===== config.mk =====
export PLATFORM = sky130hd
export DESIGN_NAME = encoded_memory_ctrl
export DESIGN_NICKNAME = d
export VERILOG_FILES = /design/src/rtl/encoded_memory_pkg.sv /design/src/rtl/encoded_mask_rom.sv /design/src/rtl/encoded_memory_ctrl.sv
export SDC_FILE = /design/constraint.sdc
export NUM_CORES = 1
export LEC_CHECK = 0
export BUFFER_PORTS_ARGS = -buffer_cell sky130_fd_sc_hd__buf_2
export CAP_MARGIN = 20
export CORE_MARGIN = 10
export CORE_UTILIZATION = 51
export CTS_CLUSTER_DIAMETER = 150
export DETAILED_ROUTE_END_ITERATION = 12
export GPL_TIMING_DRIVEN = 0
export PLACE_DENSITY = 0.68
export RECOVER_POWER = 25
export SLEW_MARGIN = 30
export SYNTH_ARGS = -nofsm -noshare
export SYNTH_HDL_FRONTEND = slang
export SYNTH_SLANG_ARGS = --single-unit
export TNS_END_PERCENT = 100

===== constraint.sdc =====
create_clock -name clk -period 4.7 [get_ports clk]
set_input_delay 0 -clock clk [delete_from_list [all_inputs] [get_ports clk]]
set_output_delay 0 -clock clk [all_outputs]
set_load 0.01 [all_outputs]

===== src/rtl/encoded_memory_pkg.sv =====
`default_nettype none
// ============================================================================
//  Module      : encoded_memory_pkg
//  Description : Shared types and constants for the encoded difference memory:
//                command opcodes, controller states and the base mask pattern.
//  Revision    : 1.0 - initial release
// ============================================================================
package encoded_memory_pkg;

    // Command opcodes carried on cmd_op
    typedef enum logic [1:0] {
        OP_WRITE  = 2'b00,
        OP_READ   = 2'b01,
        OP_DECODE = 2'b10,
        OP_CLEAR  = 2'b11
    } op_t;

    // Controller states; the sweep is the only multi-cycle activity
    typedef enum logic [0:0] {
        ST_IDLE  = 1'b0,
        ST_CLEAR = 1'b1
    } state_t;

    // Base byte pattern, element k is the mask byte for index k mod 8
    localparam logic [7:0][7:0] c_mask_pattern = {
        8'hFF, 8'hF0, 8'h0F, 8'hCC, 8'h33, 8'hAA, 8'h55, 8'h00
    };

endpackage : encoded_memory_pkg
`default_nettype wire


===== src/rtl/encoded_mask_rom.sv =====
`default_nettype none
// ============================================================================
//  Module      : encoded_mask_rom
//  Description : Combinational per-index mask: the base byte pattern selected
//                by index mod 8, replicated across the DATA_W-bit word.
//  Revision    : 1.0 - initial release
// ============================================================================
module encoded_mask_rom
    import encoded_memory_pkg::*;
#(
    parameter int DATA_W = 8,
    parameter int ADDR_W = 3
) (
    input  logic [ADDR_W-1:0] index,
    output logic [DATA_W-1:0] mask
);

    localparam int c_bytes = DATA_W / 8;

    // Only the low three index bits pick the pattern byte
    logic [2:0] w_pat_sel;
    assign w_pat_sel = 3'(index);

    genvar gi;
    generate
        for (gi = 0; gi < c_bytes; gi++) begin : g_replicate
            assign mask[gi*8 +: 8] = c_mask_pattern[w_pat_sel];
        end
    endgenerate

endmodule : encoded_mask_rom
`default_nettype wire


===== src/rtl/encoded_memory_ctrl.sv =====
`default_nettype none
// ============================================================================
//  Module      : encoded_memory_ctrl
//  Description : Encoded difference memory with valid/ready command port,
//                registered one-cycle responses, a DEPTH-cycle CLEAR sweep
//                and an occupancy counter.
//  Revision    : 1.0 - initial release
// ============================================================================
module encoded_memory_ctrl
    import encoded_memory_pkg::*;
#(
    parameter int DATA_W = 8,
    parameter int ADDR_W = 3
) (
    input  logic              clk,
    input  logic              rst_n,
    input  logic              cmd_valid,
    output logic              cmd_ready,
    input  logic [1:0]        cmd_op,
    input  logic [ADDR_W-1:0] cmd_addr,
    input  logic [DATA_W-1:0] cmd_data,
    output logic              rsp_valid,
    output logic [DATA_W-1:0] rsp_data,
    output logic              rsp_hit,
    output logic              busy,
    output logic [ADDR_W:0]   count
);

    // Entry count is tied to the address width and is not a free parameter
    localparam int DEPTH = 2 ** ADDR_W;

    state_t              r_state;
    state_t              w_next_state;
    logic [ADDR_W-1:0]   r_clr_idx;
    logic                w_clr_last;

    logic [DATA_W-1:0]   r_diff [DEPTH];
    logic [DEPTH-1:0]    r_sign;
    logic [DEPTH-1:0]    r_valid;

    op_t                 w_op;
    logic                w_accept;
    logic                w_do_write;
    logic                w_do_read;
    logic                w_do_decode;
    logic                w_start_clear;
    logic                w_sweep;

    logic [DATA_W-1:0]   w_mask;
    logic                w_gt;
    logic [DATA_W-1:0]   w_enc_diff;
    logic [DATA_W-1:0]   w_dec_word;
    logic [DATA_W-1:0]   w_rsp_word;

    // One mask lookup serves both the encode and decode paths, since only
    // one command is handled per cycle and the sweep needs no mask
    encoded_mask_rom #(
        .DATA_W (DATA_W),
        .ADDR_W (ADDR_W)
    ) u_mask_rom (
        .index (cmd_addr),
        .mask  (w_mask)
    );

    assign w_op     = op_t'(cmd_op);
    assign w_accept = cmd_valid & cmd_ready;

    // Encode: magnitude of the difference, sign set when data exceeds mask
    assign w_gt       = (cmd_data > w_mask);
    assign w_enc_diff = w_gt ? (cmd_data - w_mask) : (w_mask - cmd_data);

    // Decode: the stored magnitude applied back onto the mask
    assign w_dec_word = r_sign[cmd_addr] ? (w_mask + r_diff[cmd_addr])
                                         : (w_mask - r_diff[cmd_addr]);

    assign w_rsp_word = !r_valid[cmd_addr] ? '0
                      : (w_op == OP_DECODE) ? w_dec_word : r_diff[cmd_addr];

    assign w_clr_last = (r_clr_idx == ADDR_W'(DEPTH - 1));

    // State register
    always_ff @(posedge clk or negedge rst_n) begin
        if (!rst_n) begin
            r_state <= ST_IDLE;
        end else begin
            r_state <= w_next_state;
        end
    end

    // Next-state logic: enter the sweep on an accepted CLEAR, leave after the last entry
    always_comb begin
        w_next_state = r_state;
        case (r_state)
            ST_IDLE:  if (w_accept && (w_op == OP_CLEAR)) w_next_state = ST_CLEAR;
            ST_CLEAR: if (w_clr_last)                     w_next_state = ST_IDLE;
            default:                                      w_next_state = ST_IDLE;
        endcase
    end

    // Output decode: ready comes straight from the state flop, never from cmd_valid
    always_comb begin
        cmd_ready     = (r_state == ST_IDLE);
        busy          = (r_state != ST_IDLE);
        w_sweep       = (r_state == ST_CLEAR);
        w_do_write    = w_accept && (w_op == OP_WRITE);
        w_do_read     = w_accept && (w_op == OP_READ);
        w_do_decode   = w_accept && (w_op == OP_DECODE);
        w_start_clear = w_accept && (w_op == OP_CLEAR);
    end

    // Sweep pointer: restarts at entry 0 on every accepted CLEAR
    always_ff @(posedge clk or negedge rst_n) begin
        if (!rst_n) begin
            r_clr_idx <= '0;
        end else if (w_start_clear) begin
            r_clr_idx <= '0;
        end else if (w_sweep) begin
            r_clr_idx <= r_clr_idx + ADDR_W'(1);
        end
    end

    // Entry storage: written by WRITE, zeroed one entry per cycle by the sweep
    always_ff @(posedge clk or negedge rst_n) begin
        if (!rst_n) begin
            for (int i = 0; i < DEPTH; i++) begin
                r_diff[i] <= '0;
            end
            r_sign  <= '0;
            r_valid <= '0;
        end else if (w_do_write) begin
            r_diff[cmd_addr]  <= w_enc_diff;
            r_sign[cmd_addr]  <= w_gt;
            r_valid[cmd_addr] <= 1'b1;
        end else if (w_sweep) begin
            r_diff[r_clr_idx]  <= '0;
            r_sign[r_clr_idx]  <= 1'b0;
            r_valid[r_clr_idx] <= 1'b0;
        end
    end

    // Occupancy: up on a write to an empty entry, down on each valid entry swept
    always_ff @(posedge clk or negedge rst_n) begin
        if (!rst_n) begin
            count <= '0;
        end else if (w_do_write && !r_valid[cmd_addr]) begin
            count <= count + (ADDR_W + 1)'(1);
        end else if (w_sweep && r_valid[r_clr_idx]) begin
            count <= count - (ADDR_W + 1)'(1);
        end
    end

    // Response: strobe for one cycle, data and hit held until the next READ/DECODE
    always_ff @(posedge clk or negedge rst_n) begin
        if (!rst_n) begin
            rsp_valid <= 1'b0;
            rsp_data  <= '0;
            rsp_hit   <= 1'b0;
        end else begin
            rsp_valid <= w_do_read | w_do_decode;
            if (w_do_read || w_do_decode) begin
                rsp_data <= w_rsp_word;
                rsp_hit  <= r_valid[cmd_addr];
            end
        end
    end

endmodule : encoded_memory_ctrl
`default_nettype wire


==> run metrics, run 1 <==
outcome=finished with violations; failing checks=max-capacitance violations, max-slew violations; Compound-Gate Fraction of Synth Area=17.0%; RSZ-0062 raised after global routing=no; WHS Path Cells=3; Slew @ Worst Pin=between 2000 and 2500 ps; Crit. End Element=flop; Max Clock Freq=0.246 GHz; XOR/XNOR share of the synthesized area=3.45%; layout cell share with drive strength beyond 1=roughly an eighth; Slew HR=-63.3%; total track usage=20.9%; Total Nets Final=742; vias per inst=a little over 6; Synth Flop Type=dfrtp_1; Setup TNS=0 ps; CP top delay family=buffers and inverters; starting density of the core=52.2%; mux contribution to synthesized area=under 10%; Crit-path slowest cell=clkbuf_1; YS warnings=0; Top Ports=32; clk_skew=12.4 ps; Post-Route WL=around 17000 um; Tot Pwr=2.97 mW; CTS tree=built; DP Wirelength=12300 um; cell breakdown of the critical path=buf_2, clkbuf_1, clkbuf_1, nor2_1, nor2_1, fa_1, a21o_1, a21oi_1, o21ai_1, a211oi_1, nor2_2, mux2i_1, buf_2, o311ai_0, a211o_1; Simple-Gate Fraction of Synth Area=17.3%; wire length per cell=19.9 um; post-synthesis cell area=around 6000 um2; die area=16500 um2; global-route wire length before repair=between 20000 and 30000 um; Critical Path Start=cmd_addr[2]; number of global-route vias before repair=around 5.2k; WP buf/inv=4; post-synthesis cell type count=60; Syn-to-layout area delta=11.4%; Max-Cap Viols=1; CTS max path bufs=2; Tcrit/Tclk final=roughly 87%; Adder-Cell Fraction of Synth Area=6.98%; grt ovf=0; core region area=11500 um2; CP max stage delay=approximately 520 ps; Mapped Nets=697; # port buffers=31; clk_lat worst skew=360 ps; Initial DRT Pass Iterations=5; CTS root buffer=clkbuf_16; Antenna Cells=0; Reg clk slew, reported paths=70 ps; FF-to-FF Start=r_sign[3]; Mapped Avg Cell Area=9.21 um2; Hold WS=80.0 ps; largest net degree at the start of global routing=54; CP arrival=4320 ps; register bit total from synthesis=98; Hold Vio Cnt, Final=0; post-synthesis sequential area ratio=41.0%; Post-synth EDFFs=0; DRC=0; maximum vdd ir drop=336 uV; Leak=around 3.1 nW; final setup fails=0; CP Launch Type=input port; WHS Endpoint=busy; Tmin final=4070 ps; Mapped Cells=650; PD cells=~450 nW/um2; Die Span X=around 130 um; main combinational cell family by area after synthesis=simple AND/OR/NAND/NOR gates; Via Count=5163; utilization after layout=between 50 and 60%; worst reg2reg setup slack=710 ps; worst min-delay path category=input port to flop; CP Max Fanout=10; ys async rst share=100%; min-delay src=cmd_op[0]; ANT nets after route=0; Slew Limit Fails=47; WP data required=4950 ps; dpl cells=825; CTS sink count=between 90 and 100; initial antenna violation count=0; die height=128 um; worst setup path class=input port to flop; num rows=39; drt initial violations=413; Final Wtd Congestion=0.888; worst r2r dst=rsp_data[7]; H-tree depth=3; worst reg-to-reg path cell count=14; CTS Buf Count=9; Non-Filler Instances=843
-- worst max-delay path by stage --
stage | endpoint | slack, ps | cells after the start
3_3_place_gp | r_diff[46] | 320 | 15
4_1_cts | r_diff[11] | 680 | 14
2_1_floorplan | rsp_data[7] | 1310 | 14
5_1_grt | r_diff[11] | 300 | 14
6_report | r_diff[38] | 630 | 15
3_5_place_dp | r_diff[11] | 310 | 14
-- power breakdown --
part / internal [mW] / switching (mW)
combinational: 0.417 / 0.670
clock: 0.424 / 0.359
sequential: 0.999 / 0.105
-- cell usage in the layout, fill, tap and decap left out, types with 4 or more instances in the layout --
cell type,n
inv_6,4
xnor2_1,13
o21ai_0,90
nor3_1,7
clkbuf_16,9
mux2_2,5
clkbuf_1,26
nor2_1,40
o21a_1,4
inv_1,24
a21o_1,8
dfrtp_1,98
or3_1,4
fa_1,4
mux4_2,12
nand3_1,50
nor2b_1,11
and3_1,5
a22oi_1,4
nand2b_1,4
a21oi_1,27
o311ai_0,5
ha_1,27
nand2_1,89
a31oi_1,6
xor2_1,8
buf_2,34
mux2i_1,18
-- metrics by stage --
step | area (um2) | setup WS, ps
6_report | 6670 | 630
5_1_grt | 6670 | 299
4_1_cts | 6690 | 676
3_5_place_dp | 6360 | 305
3_3_place_gp | 6320 | 317
2_1_floorplan | 5980 | 1310
-- cells in the mapped netlist, drive strengths merged, types with 5 or more instances --
library cell,number,area [um2]
dfrtp,98,2450
nand2,89,334
mux2,5,56.3
ha,27,338
o21ai,91,455
o22ai,5,31.3
nand3,50,250
mux2i,21,239
buf,10,65.1
o311ai,5,43.8
a21oi,27,135
nor2b,11,68.8
nor2,41,156
clkbuf,26,98.8
inv,26,97.6
xnor2,13,114
a31oi,6,37.5
and3,5,31.3
xor2,8,70.1
mux4,13,297
nor3,7,35.0
a21o,8,60.1
-- sequential cells by signal (all words and copies together) (netlist names) --
| signal | flops |
|---|---|
| rsp_data | 8 |
| r_sign | 8 |
| r_clr_idx | 3 |
| r_valid | 8 |
| count | 4 |
| rsp_hit | 1 |
| busy | 1 |
| rsp_valid | 1 |
| r_diff | 64 |
-- kinds of logic after synthesis --
logic type | after synthesis
buf+inv | 63
xor+xnor | 22
flops | 98
fa+ha+maj | 31
mux | 39
simple gates | 226
compound gates | 171
-- tightest hold or removal path, stage by stage --
cell     delay, ps
buf_2          130
nand3_1        170
mux2i_1        100
-- routing by layer --
layer / GRT usage (%) / wire length, um / vias to the layer above / share of wire (%)
li1: - / - / 2398 / -
met1: 27.2 / 7210 / 2547 / 43
met2: 34.3 / 7960 / 195 / 47
met3: 3.47 / 1290 / 23 / 7.7
met4: 7.62 / 308 / 0 / 1.8
met5: 0 / 0 / - / 0
-- final cells by class --
| class | count | area, um2 |
|---|---|---|
| sequential | 98 | 2450 |
| tap | 143 | 179 |
| clock inverter | 7 | 81.3 |
| multi-input combinational | 489 | 3290 |
| inverter | 27 | 101 |
| fill | 998 | 4800 |
| buffer | 36 | 164 |
| clock buffer | 9 | 225 |
| timing repair buffer | 34 | 179 |
-- what timing repair did --
item	4_1_cts	5_1_grt
buffers inserted	0	0
hold buffers	2	0
hold endpoints to repair	99	0
gates resized for setup	0	0
(Power assumes the default switching activity.)
==> run 2: changes to the inputs <==
BUFFER_PORTS_ARGS = -buffer_cell sky130_fd_sc_hd__clkbuf_2   (was -buffer_cell sky130_fd_sc_hd__buf_2)
==> run metrics, run 2 (synthesis gave the netlist of run 1 again) <==
Hold Vio Cnt, Final=0 (unchanged); Slew @ Worst Pin=2330 ps (was 2450 ps); WHS Path Cells=4 (was 3); total track usage=20.6% (was 20.9%); largest net degree at the start of global routing=56 (was 54); worst reg2reg setup slack=670 ps (was 710 ps); CTS max path bufs=2 (unchanged); WP data required=4910 ps (was 4950 ps); vias per inst=6.21 (was 6.12); core region area=11500 um2 (unchanged); maximum vdd ir drop=367 uV (was 336 uV); drt initial violations=500 (was 413); Pint=1.83 mW (was 1.84 mW); RSZ-0062 raised after global routing=no (unchanged); failing checks=max-capacitance violations, max-slew violations (unchanged); Leak=3.05 nW (was 3.07 nW); commonest non-fill, non-tap cells in the layout=dfrtp_1 (98), o21ai_0 (90), nand2_1 (89) (unchanged); CP Max Fanout=10 (unchanged); CTS root buffer=clkbuf_16 (unchanged); Slew Limit Fails=45 (was 47); Reg clk slew, reported paths=70 ps (about the same); number of global-route vias before repair=5143 (was 5187); DRC=0 (unchanged); wire length per cell=19.8 um (was 19.9 um); Hold WS=101 ps (was 80.0 ps); switch share=38.0% (was 38.1%); combinational group share of total power=36.6% (about the same); global-route wire length before repair=27100 um (was 27300 um); worst min-delay path category=input port to flop (unchanged); Slew HR=-55.0% (was -63.3%); WHS Endpoint=rsp_data[7] (was busy); Area after DPL=6370 um2 (was 6360 um2); Clk pwr share=26.0% (was 26.3%); initial antenna violation count=0 (unchanged); worst setup path class=input port to flop (unchanged); Largest Register=r_diff (unchanged); layout cell share with drive strength beyond 1=12.3% (was 12.4%); Syn-to-layout area delta=11.3% (was 11.4%); num rows=39 (unchanged); ANT nets after route=0 (unchanged); Tcrit/Tclk final=88.0% (was 86.6%); sequential power share=37.4% (was 37.1%); CP arrival=4340 ps (was 4320 ps); Final Wtd Congestion=0.888 (unchanged); Max-Cap Viols=1 (unchanged); die area=16500 um2 (unchanged); PD cells=444 nW/um2 (was 446 nW/um2); CP Launch Type=input port (unchanged); die height=128 um (unchanged); Via Count=5231 (was 5163); CTS tree=built (unchanged); worst r2r dst=rsp_data[7] (unchanged); Max Clock Freq=0.242 GHz (was 0.246 GHz); Initial DRT Pass Iterations=5 (unchanged); final setup fails=0 (unchanged); Setup TNS=0 ps (unchanged); Setup WS pre-CTS=280 ps (was 305 ps); most common cell after layout, fill and taps aside=dfrtp_1 (unchanged); Top Ports=32 (unchanged); Crit. End Element=flop (unchanged); starting density of the core=52.2% (unchanged); clk_skew=11.8 ps (was 12.4 ps); Antenna Cells=0 (unchanged); final instance area=6660 um2 (was 6670 um2); # port buffers=31 (unchanged); Post-CTS Setup Inserts=0 (unchanged); max reg flops=64 (unchanged); Setup WS post-layout=566 ps (was 630 ps); Total Nets Final=743 (was 742); Tot Pwr=2.96 mW (was 2.97 mW); CTS sink count=98 (unchanged); FF-to-FF Start=r_sign[3] (unchanged); Die Span X=128 um (unchanged); P_sw=1.13 mW (about the same); DP Wirelength=12100 um (was 12300 um); clk_lat worst skew=360 ps (about the same); outcome=finished with violations (unchanged); Tmin final=4130 ps (was 4070 ps); worst reg-to-reg path cell count=14 (unchanged); grt ovf=0 (unchanged); H-tree depth=3 (unchanged); CTS Buf Count=9 (unchanged); min-delay src=cmd_op[1] (was cmd_op[0]); Post-Route WL=16700 um (was 16800 um)
run 2: routing by layer:
| metal | up-vias | global-route usage (%) | share of wire, % |
|---|---|---|---|
| met5 | - | 0 | 0 |
| met4 | 0 | 6.42 | 1.3 |
| met3 | 19 | 4.71 | 8.1 |
| met2 | 217 | 33.0 | 47 |
| met1 | 2594 | 27.3 | 43 |
| li1 | 2401 | - | - |
run 2: worst max-delay path by stage:
stage	startpoint	endpoint	slack, ps	depth (start not counted)
4_1_cts	cmd_addr[2]	r_diff[59]	640	14
2_1_floorplan	r_sign[3]	rsp_data[7]	1310	14
3_3_place_gp	cmd_addr[2]	r_diff[46]	330	15
3_5_place_dp	cmd_addr[2]	r_diff[59]	280	14
6_report	cmd_addr[2]	r_diff[59]	570	15
5_1_grt	cmd_addr[2]	r_diff[35]	200	14
run 2: stage by stage:
| step | util [%] | cells |
|---|---|---|
| after CTS | 58.3 | 842 |
| after global placement | 55.1 | 824 |
| after floorplan | - | 650 |
| after detailed placement | 55.5 | 825 |
| final | 58.1 | 843 |
| after global routing | 58.1 | 843 |
run 2: timing repair:
action | in CTS | in global routing
resized for setup | 0 | 0
hold buffers | 2 | 0
endpoints found under the hold margin | 99 | 0
run 2: layout make-up:
class	instances	area [um2]
Multi-Input combinational cell	489	3280
Tap cell	143	179
Buffer	36	164
Clock inverter	6	76.3
Clock buffer	9	225
Sequential cell	98	2450
Timing Repair Buffer	35	184
Inverter	27	101
Fill cell	1030	4810
run 2: power groups by stage:
stage	registers [mW]	clock network [mW]	logic (mW)
4_1_cts	1.10	0.778	1.08
3_5_place_dp	1.12	0	1.07
2_1_floorplan	1.11	0	0.745
5_1_grt	1.13	0.816	1.20
3_3_place_gp	1.11	0	1.03
6_report	1.11	0.769	1.08
run 2: critical path, stage by stage:
cell and delay (ps):
clkbuf_2 190, clkbuf_1 410, clkbuf_1 550, nor2_1 180
nor2_1 460, fa_1 300, a21o_1 120, a21oi_1 80
o21ai_1 150, a211oi_1 110, nor2_2 440, inv_1 310
o21ai_0 270, xor2_1 560, o21ai_0 200
